<file path="src/rtl/tag_compare_stage.sv">
// Tag compare stage: pops one request at a time from the index-extraction FIFO,
// matches it against the returned tag metadata and hands a hit/miss result downstream.
module tag_compare_stage #(
  parameter int unsigned TAG_W   = 54,
  parameter int unsigned IDX_LSB = 6
) (
  input  logic             clk,
  input  logic             rst_n,
  input  logic             fifo_empty_i,
  output logic             fifo_rd_en_o,
  input  logic [80:0]      fifo_data_i,
  input  logic             meta_valid_i,
  output logic             meta_ready_o,
  input  logic [15:0]      meta_id_i,
  input  logic [TAG_W+1:0] meta_data_i,
  output logic             res_valid_o,
  input  logic             res_ready_i,
  output logic             res_hit_o,
  output logic             res_dirty_o,
  output logic             res_write_o,
  output logic [15:0]      res_id_o,
  output logic [63:0]      res_addr_o,
  output logic [TAG_W-1:0] res_victim_tag_o,
  output logic             id_err_o,
  output logic [31:0]      hit_cnt_o,
  output logic [31:0]      miss_cnt_o
);

  // The tag sits directly above the 4-bit set index.
  localparam int unsigned TAG_LSB = IDX_LSB + 4;

  typedef enum logic [1:0] {
    IDLE      = 2'd0,
    FETCH     = 2'd1,
    WAIT_META = 2'd2,
    OUT       = 2'd3
  } state_t;

  state_t state_q;
  state_t state_d;

  logic        ent_write_q;
  logic [15:0] ent_id_q;
  logic [63:0] ent_addr_q;

  logic res_hs;
  logic meta_take;
  logic meta_hit;

  assign res_hs    = (state_q == OUT) && res_ready_i;
  assign meta_take = (state_q == WAIT_META) && meta_valid_i;
  assign meta_hit  = meta_data_i[TAG_W+1] &&
                     (meta_data_i[TAG_W-1:0] == ent_addr_q[63:TAG_LSB]);

  always_ff @(posedge clk or negedge rst_n) begin
    if (!rst_n) begin
      state_q <= IDLE;
    end else begin
      state_q <= state_d;
    end
  end

  always_comb begin
    state_d = state_q;
    unique case (state_q)
      IDLE:      if (!fifo_empty_i) state_d = FETCH;
      FETCH:     state_d = WAIT_META;
      WAIT_META: if (meta_valid_i) state_d = OUT;
      OUT: begin
        if (res_ready_i) begin
          state_d = fifo_empty_i ? IDLE : FETCH;
        end
      end
      default:   state_d = IDLE;
    endcase
  end

  // Pop is qualified by rst_n so the strobe drops with the asynchronous reset.
  always_comb begin
    fifo_rd_en_o = 1'b0;
    meta_ready_o = 1'b0;
    res_valid_o  = 1'b0;
    unique case (state_q)
      IDLE:      fifo_rd_en_o = rst_n && !fifo_empty_i;
      FETCH:     ;
      WAIT_META: meta_ready_o = 1'b1;
      OUT: begin
        res_valid_o  = 1'b1;
        fifo_rd_en_o = rst_n && res_ready_i && !fifo_empty_i;
      end
      default:   ;
    endcase
  end

  always_ff @(posedge clk or negedge rst_n) begin
    if (!rst_n) begin
      ent_write_q <= 1'b0;
      ent_id_q    <= '0;
      ent_addr_q  <= '0;
    end else if (state_q == FETCH) begin
      ent_write_q <= fifo_data_i[80];
      ent_id_q    <= fifo_data_i[79:64];
      ent_addr_q  <= fifo_data_i[63:0];
    end
  end

  always_ff @(posedge clk or negedge rst_n) begin
    if (!rst_n) begin
      res_hit_o        <= 1'b0;
      res_dirty_o      <= 1'b0;
      res_write_o      <= 1'b0;
      res_id_o         <= '0;
      res_addr_o       <= '0;
      res_victim_tag_o <= '0;
    end else if (meta_take) begin
      res_hit_o        <= meta_hit;
      res_dirty_o      <= meta_data_i[TAG_W];
      res_write_o      <= ent_write_q;
      res_id_o         <= ent_id_q;
      res_addr_o       <= ent_addr_q;
      res_victim_tag_o <= meta_data_i[TAG_W-1:0];
    end
  end

  // A mismatched id is flagged but the result still goes out.
  always_ff @(posedge clk or negedge rst_n) begin
    if (!rst_n) begin
      id_err_o <= 1'b0;
    end else if (meta_take && (meta_id_i != ent_id_q)) begin
      id_err_o <= 1'b1;
    end
  end

  always_ff @(posedge clk or negedge rst_n) begin
    if (!rst_n) begin
      hit_cnt_o  <= '0;
      miss_cnt_o <= '0;
    end else if (res_hs) begin
      if (res_hit_o) begin
        if (hit_cnt_o != '1) hit_cnt_o <= hit_cnt_o + 32'd1;
      end else begin
        if (miss_cnt_o != '1) miss_cnt_o <= miss_cnt_o + 32'd1;
      end
    end
  end

endmodule

</file>
<file path="config.mk">
export PLATFORM = sky130hd
export DESIGN_NAME = tag_compare_stage
export DESIGN_NICKNAME = d
export VERILOG_FILES = /design/src/rtl/tag_compare_stage.sv
export SDC_FILE = /design/constraint.sdc
export NUM_CORES = 1
export LEC_CHECK = 0
export CORE_MARGIN = 1
export CORE_UTILIZATION = 47
export DETAILED_ROUTE_END_ITERATION = 8
export GPL_TIMING_DRIVEN = 0
export PLACE_DENSITY = 0.87
export RECOVER_POWER = 25
export SLEW_MARGIN = 15
export SYNTH_ARGS = -nofsm -noshare
export SYNTH_HDL_FRONTEND = slang
export SYNTH_SLANG_ARGS = --single-unit
</file>
<file path="constraint.sdc">
create_clock -name clk -period 2.8 [get_ports clk]
set_input_delay 0.28 -clock clk [delete_from_list [all_inputs] [get_ports clk]]
set_output_delay 0.28 -clock clk [all_outputs]
set_load 0.02 [all_outputs]
</file>
## Word-level counts from Yosys, hierarchy flattened

Index checks and enable logic that the tools add are counted.

| word-level totals | value |
|---|---|
| output and inout port bits | 205 |
| bits of input ports | 158 |
| register bits after elaboration | 285 |

| cells by class | value |
|---|---|
| multiplexer cells | 8 |
| eq/ne operators | 10 |
| add/subtract/negate cells | 2 |
| bitwise operators | 1 |
| reduce and logical (&&, ||, !) cells | 12 |

Operators with widths:

| operator | count |
|---|---|
| adder 32 x 1 -> 32 bit, second input constant | 2 |
| inequality test 32 bit, second input constant | 2 |
| equality test 54 bit | 1 |
| inequality test 16 bit | 1 |
| AND reduction 3 bit | 3 |
| one-hot mux 2 bit (4 select lines) | 1 |
| logical AND 1 bit | 7 |
| two-way mux 2 bit | 3 |
| inequality test 2 bit, second input constant | 3 |
| equality test 2 bit, second input constant | 2 |
| two-way mux 1 bit | 3 |
| equality test 2 x 1 -> 1 bit, second input constant | 1 |
| zero test 2 bit | 1 |
| one-hot mux 1 bit (2 select lines) | 1 |
| zero test 1 bit | 1 |
| NOT 1 bit | 1 |

## Depth between registers and ports, before layout

Gate-level depths: netlist of the first run.

| logic depth | value |
|---|---|
| depth after elaboration | 3 |
| gate-level depth with buffers | 7 |

## Worst setup path after synthesis of the first run

OpenSTA, ideal clock, no wires.

| timing | value |
|---|---|
| path type | reg-to-reg |
| start | reg state_q[0] |
| end | reg hit_cnt_o[30] |
| arrival time | 2210 ps |
| stages on the path, launching flop included | 7 |
| setup time | 80 ps |
| setup slack | 510 ps |
| period minus slack after synthesis | 2290 ps |
| buffers on the path | 0 |
| required time | 2720 ps |
| cell sequence | dfrtp_1 > ha_1 > nand3_1 > or4_4 > or3_4 > nor4b_4 > xor2_1 |

| between the ends | value |
|---|---|
| longest elaborated chain between the ends | 3 |

RTL lines:

| what | line | source |
|---|---|---|
| start: declaration | 39 | `state_t state_q;` |
| start signal: assignment | 59 | `state_q <= state_d;` |
| equality test 2 bit | 50 | `assign res_hs = (state_q == OUT) && res_ready_i;` |
| logical AND 1 bit | 50 |  |
| AND reduction 3 bit (no line) | - |  |
| end signal: assignment | 140 | `if (hit_cnt_o != '1) hit_cnt_o <= hit_cnt_o + 32'd1;` |
| end: declaration | 25 | `output logic [31:0] hit_cnt_o,` |

Every way passes these cells.
A chain may end at the register's enable or synchronous reset.

## Worst setup path in the final report of the first run

| timing | value |
|---|---|
| start | reg state_q[0] |
| end | reg res_victim_tag_o[31] |

| between the ends | value |
|---|---|
| longest elaborated chain between the ends | 2 |

RTL lines:

| what | line | source |
|---|---|---|
| equality test 2 bit | 51 | `assign meta_take = (state_q == WAIT_META) && meta_valid_i;` |
| logical AND 1 bit | 51 |  |
| end signal: assignment | 121 | `res_victim_tag_o <= meta_data_i[TAG_W-1:0];` |
| end: declaration | 23 | `output logic [TAG_W-1:0] res_victim_tag_o,` |

Every way passes these cells.

==> metrics.txt, run 1 <==
Max-cap violations 0; detailed placement HPWL 24.9 mm; layout cell share with drive strength beyond 1 0.223; IO Pins 363; CTS buffer count 30; Die Area 26,400 sq um; Hold Path Class in2async; Post-synth top flop dfrtp_1; PnR worst setup slack 0.229 ns; Syn Nets 1,031; number of synthesized flops with an enable pin 0; Routed WL per cell 20.7 um; cell count after placement 1,560; share of flip-flops with an asynchronous set or reset 1.00; Post-CTS Setup Bufs 0; Starting DRT DRC Count 545; P&R area growth vs syn 42.1%; insertion delay to the later sink of the worst-skew pair 0.56 ns; vias in the first global route 9,054; area leader, netlist dfrtp_1; Max Fanout on Critical Path 10; Congestion Overflow GR 0; # port buffers 362; Die Width 163 um; Slew @ Worst Pin 1.42 ns; Vias/cell 5.33; Worst EP required 3.23 ns; power density cells 1090 nW/um^2; R2R Path Start state_q[0]; Total Power 0.0189 W; Fill cells 1,787; clk_skew 0.0191 ns; Gate Count Post-Synth 866; status finished, final reports clean; fmax 0.389 GHz; Worst Path Class, Setup reg2reg; clock edge transition at the registers on the reported setup and hold paths 0.06 ns; CTS tree done; via count 8,628; post-route ant nets 0; final layout net count 1,428; Max Slew Vio Count 0; Initial Util 0.480; syn_area_per_cell 14.0 sq um; # DRC 0; R2R depth 6; CTS Buffer Depth 3; Yosys Warn Count 0; fin crit share 0.918; post-synthesis sequential area ratio 0.588; H-tree levels 1; row count 58; core box area 25,300 sq um; startpoint type of the worst setup path flop; Final Routed Wirelength 33.5 mm; setup slack, reg-to-reg 0.23 ns; CTS root buf clkbuf_16; Tot GR Track Use 0.255; Pre-antenna DRT Iters 4; Worst setup EP type flop; Final Non-Filler Cells 1,619; #FFs+latches synth 285; leakage 7.09 nW; post-synth cell types 44; dominant cells by area after synthesis dfrtp_1, mux2_2, xnor2_1; worst rel slew slack 0.0502; Post-Place Setup Slack -0.0162 ns; Crit path arrival time 3.00 ns; Die Ht 163 um; min Tclk post-route 2.57 ns; unrepaired setup endpoints after global routing no; Syn Std Cell Area 12,100 sq um; Hold Fails Final Rpt 0; Yosys top cell area share 0.588; initial antenna violation count 2; routability cong. 0.826; Final TNS setup 0 ns; WHS 0.273 ns; peak supply drop 0.000907 V; first-pass GRT wire length 51.5 mm; clk sinks 285; count of final setup violators 0; largest net degree at the start of global routing 104; reg-to-reg endpoint res_victim_tag_o[31]
[area by class of cell]
type | instances | area, sq um | area share
flip-flops and latches | 285 | 7130 | 0.414
multi-input cells | 544 | 4860 | 0.282
repair buffers | 365 | 3660 | 0.212
clock buffers | 43 | 911 | 0.0528
well taps | 330 | 413 | 0.0240
clock inverters | 13 | 119 | 0.00690
plain buffers | 28 | 108 | 0.00624
inverters | 9 | 33.8 | 0.00196
diodes | 2 | 5.00 | 0.000290
[where the power goes]
group	total [W]	switching (W)	internal (W)
Combinational	0.00779	0.00361	0.00418
Sequential	0.00700	0.00118	0.00582
Clock	0.00407	0.00164	0.00243
Total	0.0189	0.00643	0.0124
[cells in the final DEF (no fill, tap or decap), types with 13 or more instances in the layout]
| cell type | instances |
|---|---|
| clkdlybuf4s50_1 | 360 |
| nand2_1 | 27 |
| dfrtp_1 | 285 |
| xnor2_1 | 98 |
| nand4_1 | 39 |
| clkbuf_16 | 31 |
| clkbuf_1 | 27 |
| nand3_1 | 29 |
| xor2_1 | 31 |
| mux2_2 | 221 |
| nor2_1 | 14 |
| nor4_1 | 13 |
[stage by stage]
step,utilization,cell area (sq um)
2_1_floorplan,-,12100
3_3_place_gp,0.640,16200
3_5_place_dp,0.642,16200
4_1_cts,0.684,17300
5_1_grt,0.683,17200
6_report,0.683,17200
[state kept, by name, summed over array words and instances (netlist names), 2 cells and up]
signal / count
state_q: 2
res_victim_tag_o: 54
res_addr_o: 64
res_id_o: 16
ent_id_q: 16
hit_cnt_o: 32
ent_addr_q: 64
miss_cnt_o: 32
[cells in the mapped netlist (all sizes together), types with 2 or more instances]
cell,count
and2,5
dfrtp,285
xor2,31
nand4,40
nor2,14
o21bai,2
and3,13
xnor2,98
or3,2
ha,7
nor2b,2
nand2,27
o31ai,2
and4,9
clkbuf,27
nor3,7
a31oi,2
nand3,29
mux2,221
a21oi,2
nor4b,2
inv,9
nor4,15
[critical path, cell delays in order (launching register included)]
cell	delay (ns)
dfrtp_1	0.41
inv_1	0.11
ha_1	0.24
nand2_1	0.19
clkbuf_1	0.48
clkbuf_1	0.61
mux2_2	0.41
[repair_timing]
item	CTS	global route
hold buffers	1	0
setup endpoints to repair	10	21
resized for setup	1	6
hold endpoints to repair	91	0
[cell families (layout without fill, tap and decap cells)]
logic type	after synthesis	after routing	synth area share
other	0	2	0
flip-flops	285	285	0.588
AO/OA/AOI/OAI	16	16	0.0112
adder cells (fa/ha/maj)	7	7	0.00722
AND/OR/NAND/NOR	171	171	0.0836
multiplexers	221	221	0.205
buffers and inverters	37	458	0.0115
XOR/XNOR	129	129	0.0932
[metal layers]
layer / wire length [um] / vias up / share of wire / track usage
met5: 0 / - / 0 / 0
met4: 1210 / 0 / 0.036 / 0.0913
met3: 2470 / 66 / 0.074 / 0.0741
met2: 16600 / 297 / 0.50 / 0.428
met1: 13200 / 4377 / 0.39 / 0.313
li1: - / 3888 / - / -
[worst max path at each step]
stage	slack, ns	endpoint	cells past startpoint	from
global placement	-10.73	ent_addr_q[0]	1	rst_n
floorplan	0.51	hit_cnt_o[30]	6	state_q[0]
finish	0.23	res_victim_tag_o[31]	6	state_q[0]
global route	0.01	res_addr_o[46]	6	state_q[0]
CTS	0.02	fifo_rd_en_o	4	rst_n
detailed placement	-0.02	res_victim_tag_o[39]	6	state_q[0]
Power figures use the tool's default switching activity.
==> run 2, diff against run 1 <==
==> constraint.sdc (replaced) <==
create_clock -name clk -period 2.8 [get_ports clk]
set_input_delay 0.7 -clock clk [delete_from_list [all_inputs] [get_ports clk]]
set_output_delay 0.7 -clock clk [all_outputs]
set_load 0.02 [all_outputs]
==> run 2 against run 1 <==
Setup slack worse by 0.10 ns. Register-to-register slack about the same. Sequential power hardly changed. Via count barely moved. Non-clock buffer count fell by 1. Clock skew is 0.0016 ns lower. Core utilization fell by 0.089 points. Clock power about the same. Final cell count hardly changed. Global-route usage stayed put.
==> metrics.txt, run 2 (same netlist as run 1, synthesis figures left out) <==
cell count after placement 1,560 (unchanged); Die Area 26,400 sq um (unchanged); clk_skew 0.0175 ns (-0.00158 ns); fmax 0.374 GHz (-3.8%); commonest cells after routing, fill and taps aside clkdlybuf4s50_1, dfrtp_1, mux2_2; final layout net count 1,427 (-0.070%); Max-cap violations 0 (unchanged); peak supply drop 0.000907 V (about the same); fin crit share 0.955 (+0.0366); Initial Util 0.480 (unchanged); Die Width 163 um (unchanged); crit path buf inv count 2 (-1); detailed placement HPWL 24.9 mm (unchanged); Max Slew Vio Count 0 (unchanged); R2R depth 6 (unchanged); # port buffers 362 (unchanged); CTS Buffer Depth 3 (unchanged); commonest non-fill, non-tap cell in the layout clkdlybuf4s50_1; first-pass GRT wire length 51.5 mm (unchanged); Pre-antenna DRT Iters 4 (unchanged); routability cong. 0.826 (unchanged); # DRC 0 (unchanged); Slowest Stage Delay on Critical Path 0.66 ns (+0.05 ns); post-route ant nets 0 (unchanged); Hold Fails Final Rpt 0 (unchanged); Die Ht 163 um (unchanged); clock edge transition at the registers on the reported setup and hold paths 0.06 ns (about the same); Vias/cell 5.33 (about the same); Congestion Overflow GR 0 (unchanged); core box area 25,300 sq um (unchanged); row count 58 (unchanged); Slew @ Worst Pin 1.43 ns (+0.00108 ns); Crit path arrival time 1.97 ns (-1.03 ns); unrepaired setup endpoints after global routing no; status finished, final reports clean; startpoint type of the worst setup path flop; Slowest cell on crit path clkdlybuf4s50_1; largest net degree at the start of global routing 104 (unchanged); Post-CTS Setup Bufs 0 (unchanged); CTS buffer count 30 (unchanged); vias in the first global route 9,054 (unchanged); power density cells 1090 nW/um^2 (about the same); leakage 7.07 nW (-0.31%); Top delay family on crit path buffers and inverters; clk sinks 285 (unchanged); Routed WL per cell 20.6 um (-0.43%); count of final setup violators 0 (unchanged); P&R area growth vs syn 42.0%; Tot GR Track Use 0.255 (unchanged); critical path, cell by cell inv_1, ha_1, clkdlybuf4s50_1; insertion delay to the later sink of the worst-skew pair 0.56 ns (about the same); CP Depth 3 (-3); Fill cells 1,792 (+0.28%); Final Non-Filler Cells 1,618 (-0.062%); Max Fanout on Critical Path 5 (-5); Final TNS setup 0 ns (unchanged); IO Pins 363 (unchanged); CTS root buf clkbuf_16; Starting DRT DRC Count 525 (-3.7%); layout cell share with drive strength beyond 1 0.224 (+0.000951); Worst setup EP type output pin; Worst EP required 2.10 ns (-1.13 ns); worst rel slew slack 0.0495 (-0.000720); initial antenna violation count 2 (unchanged); H-tree levels 1 (unchanged); Final Routed Wirelength 33.3 mm (-0.49%); Worst Path Class, Setup reg2out; via count 8,629 (+0.012%); CTS tree done; WHS 0.153 ns (-0.120 ns); top flop regs ent_addr_q x64, res_addr_o x64, res_victim_tag_o x54; min Tclk post-route 2.67 ns (+0.103 ns); Hold Path Class in2async
[run 2: changes by cell type in the layout (fill, tap and decap cells not counted)]
cell            delta
buf_12             -1
buf_8              +1
clkbuf_2           +1
dlygate4sd3_1      -1
dlymetal6s2s_1     -1
[run 2: per-stage QoR]
step                       util  power, W  instance area [sq um]  worst slack [ns]
after floorplan               -    0.0111                  12100             0.462
after global routing      0.682    0.0197                  17200          0.000211
final                     0.682    0.0188                  17200             0.126
after CTS                 0.683    0.0190                  17300           0.00799
after detailed placement  0.642    0.0149                  16200            -0.415
after global placement    0.640    0.0146                  16200            -11.15
[run 2: where the power goes]
group          internal, W  switching, W  total (W)
combinational      0.00417       0.00361    0.00778
sequential         0.00582       0.00118    0.00700
clock              0.00243       0.00163    0.00407
total               0.0124       0.00643     0.0188
[run 2: routing by layer]
metal | up-vias | wire length, um | global-route usage
li1 | 3887 | - | -
met1 | 4370 | 13100 | 0.313
met2 | 307 | 16500 | 0.428
met3 | 65 | 2550 | 0.0741
met4 | 0 | 1180 | 0.0913
met5 | - | 0 | 0
[run 2: worst paths after layout]
path / start / end / slack [ns]
max in group asynchronous: rst_n / res_id_o[3] / 0.73
worst min register to register: hit_cnt_o[31] / hit_cnt_o[31] / 0.50
worst max register to register: state_q[0] / res_addr_o[42] / 0.22
worst min-delay path: rst_n / res_addr_o[41] / 0.15
worst max-delay path: state_q[0] / meta_ready_o / 0.13
min in group clk: hit_cnt_o[31] / hit_cnt_o[31] / 0.50
[run 2: layout make-up]
type	instances	area, sq um	share of cell area
Antenna cell	2	5.00	0.000291
Buffer	28	108	0.00625
Clock buffer	43	911	0.0529
Clock inverter	13	119	0.00690
Inverter	9	33.8	0.00196
Multi-Input combinational cell	544	4860	0.282
Sequential cell	285	7130	0.414
Tap cell	330	413	0.0240
Timing Repair Buffer	364	3640	0.211
[run 2: timing repair]
action                     CTS  global route
gates cloned                 0             0
hold buffers                 0             0
setup endpoints to repair   11            21
gates resized for setup      4             5
[run 2: worst register-to-register path, cell delays in order (launching register included)]
cell and delay, ns:
dfrtp_1 0.42, inv_1 0.11, ha_1 0.24, nand2_1 0.19, clkbuf_1 0.48, buf_1 0.61, mux2_2 0.41
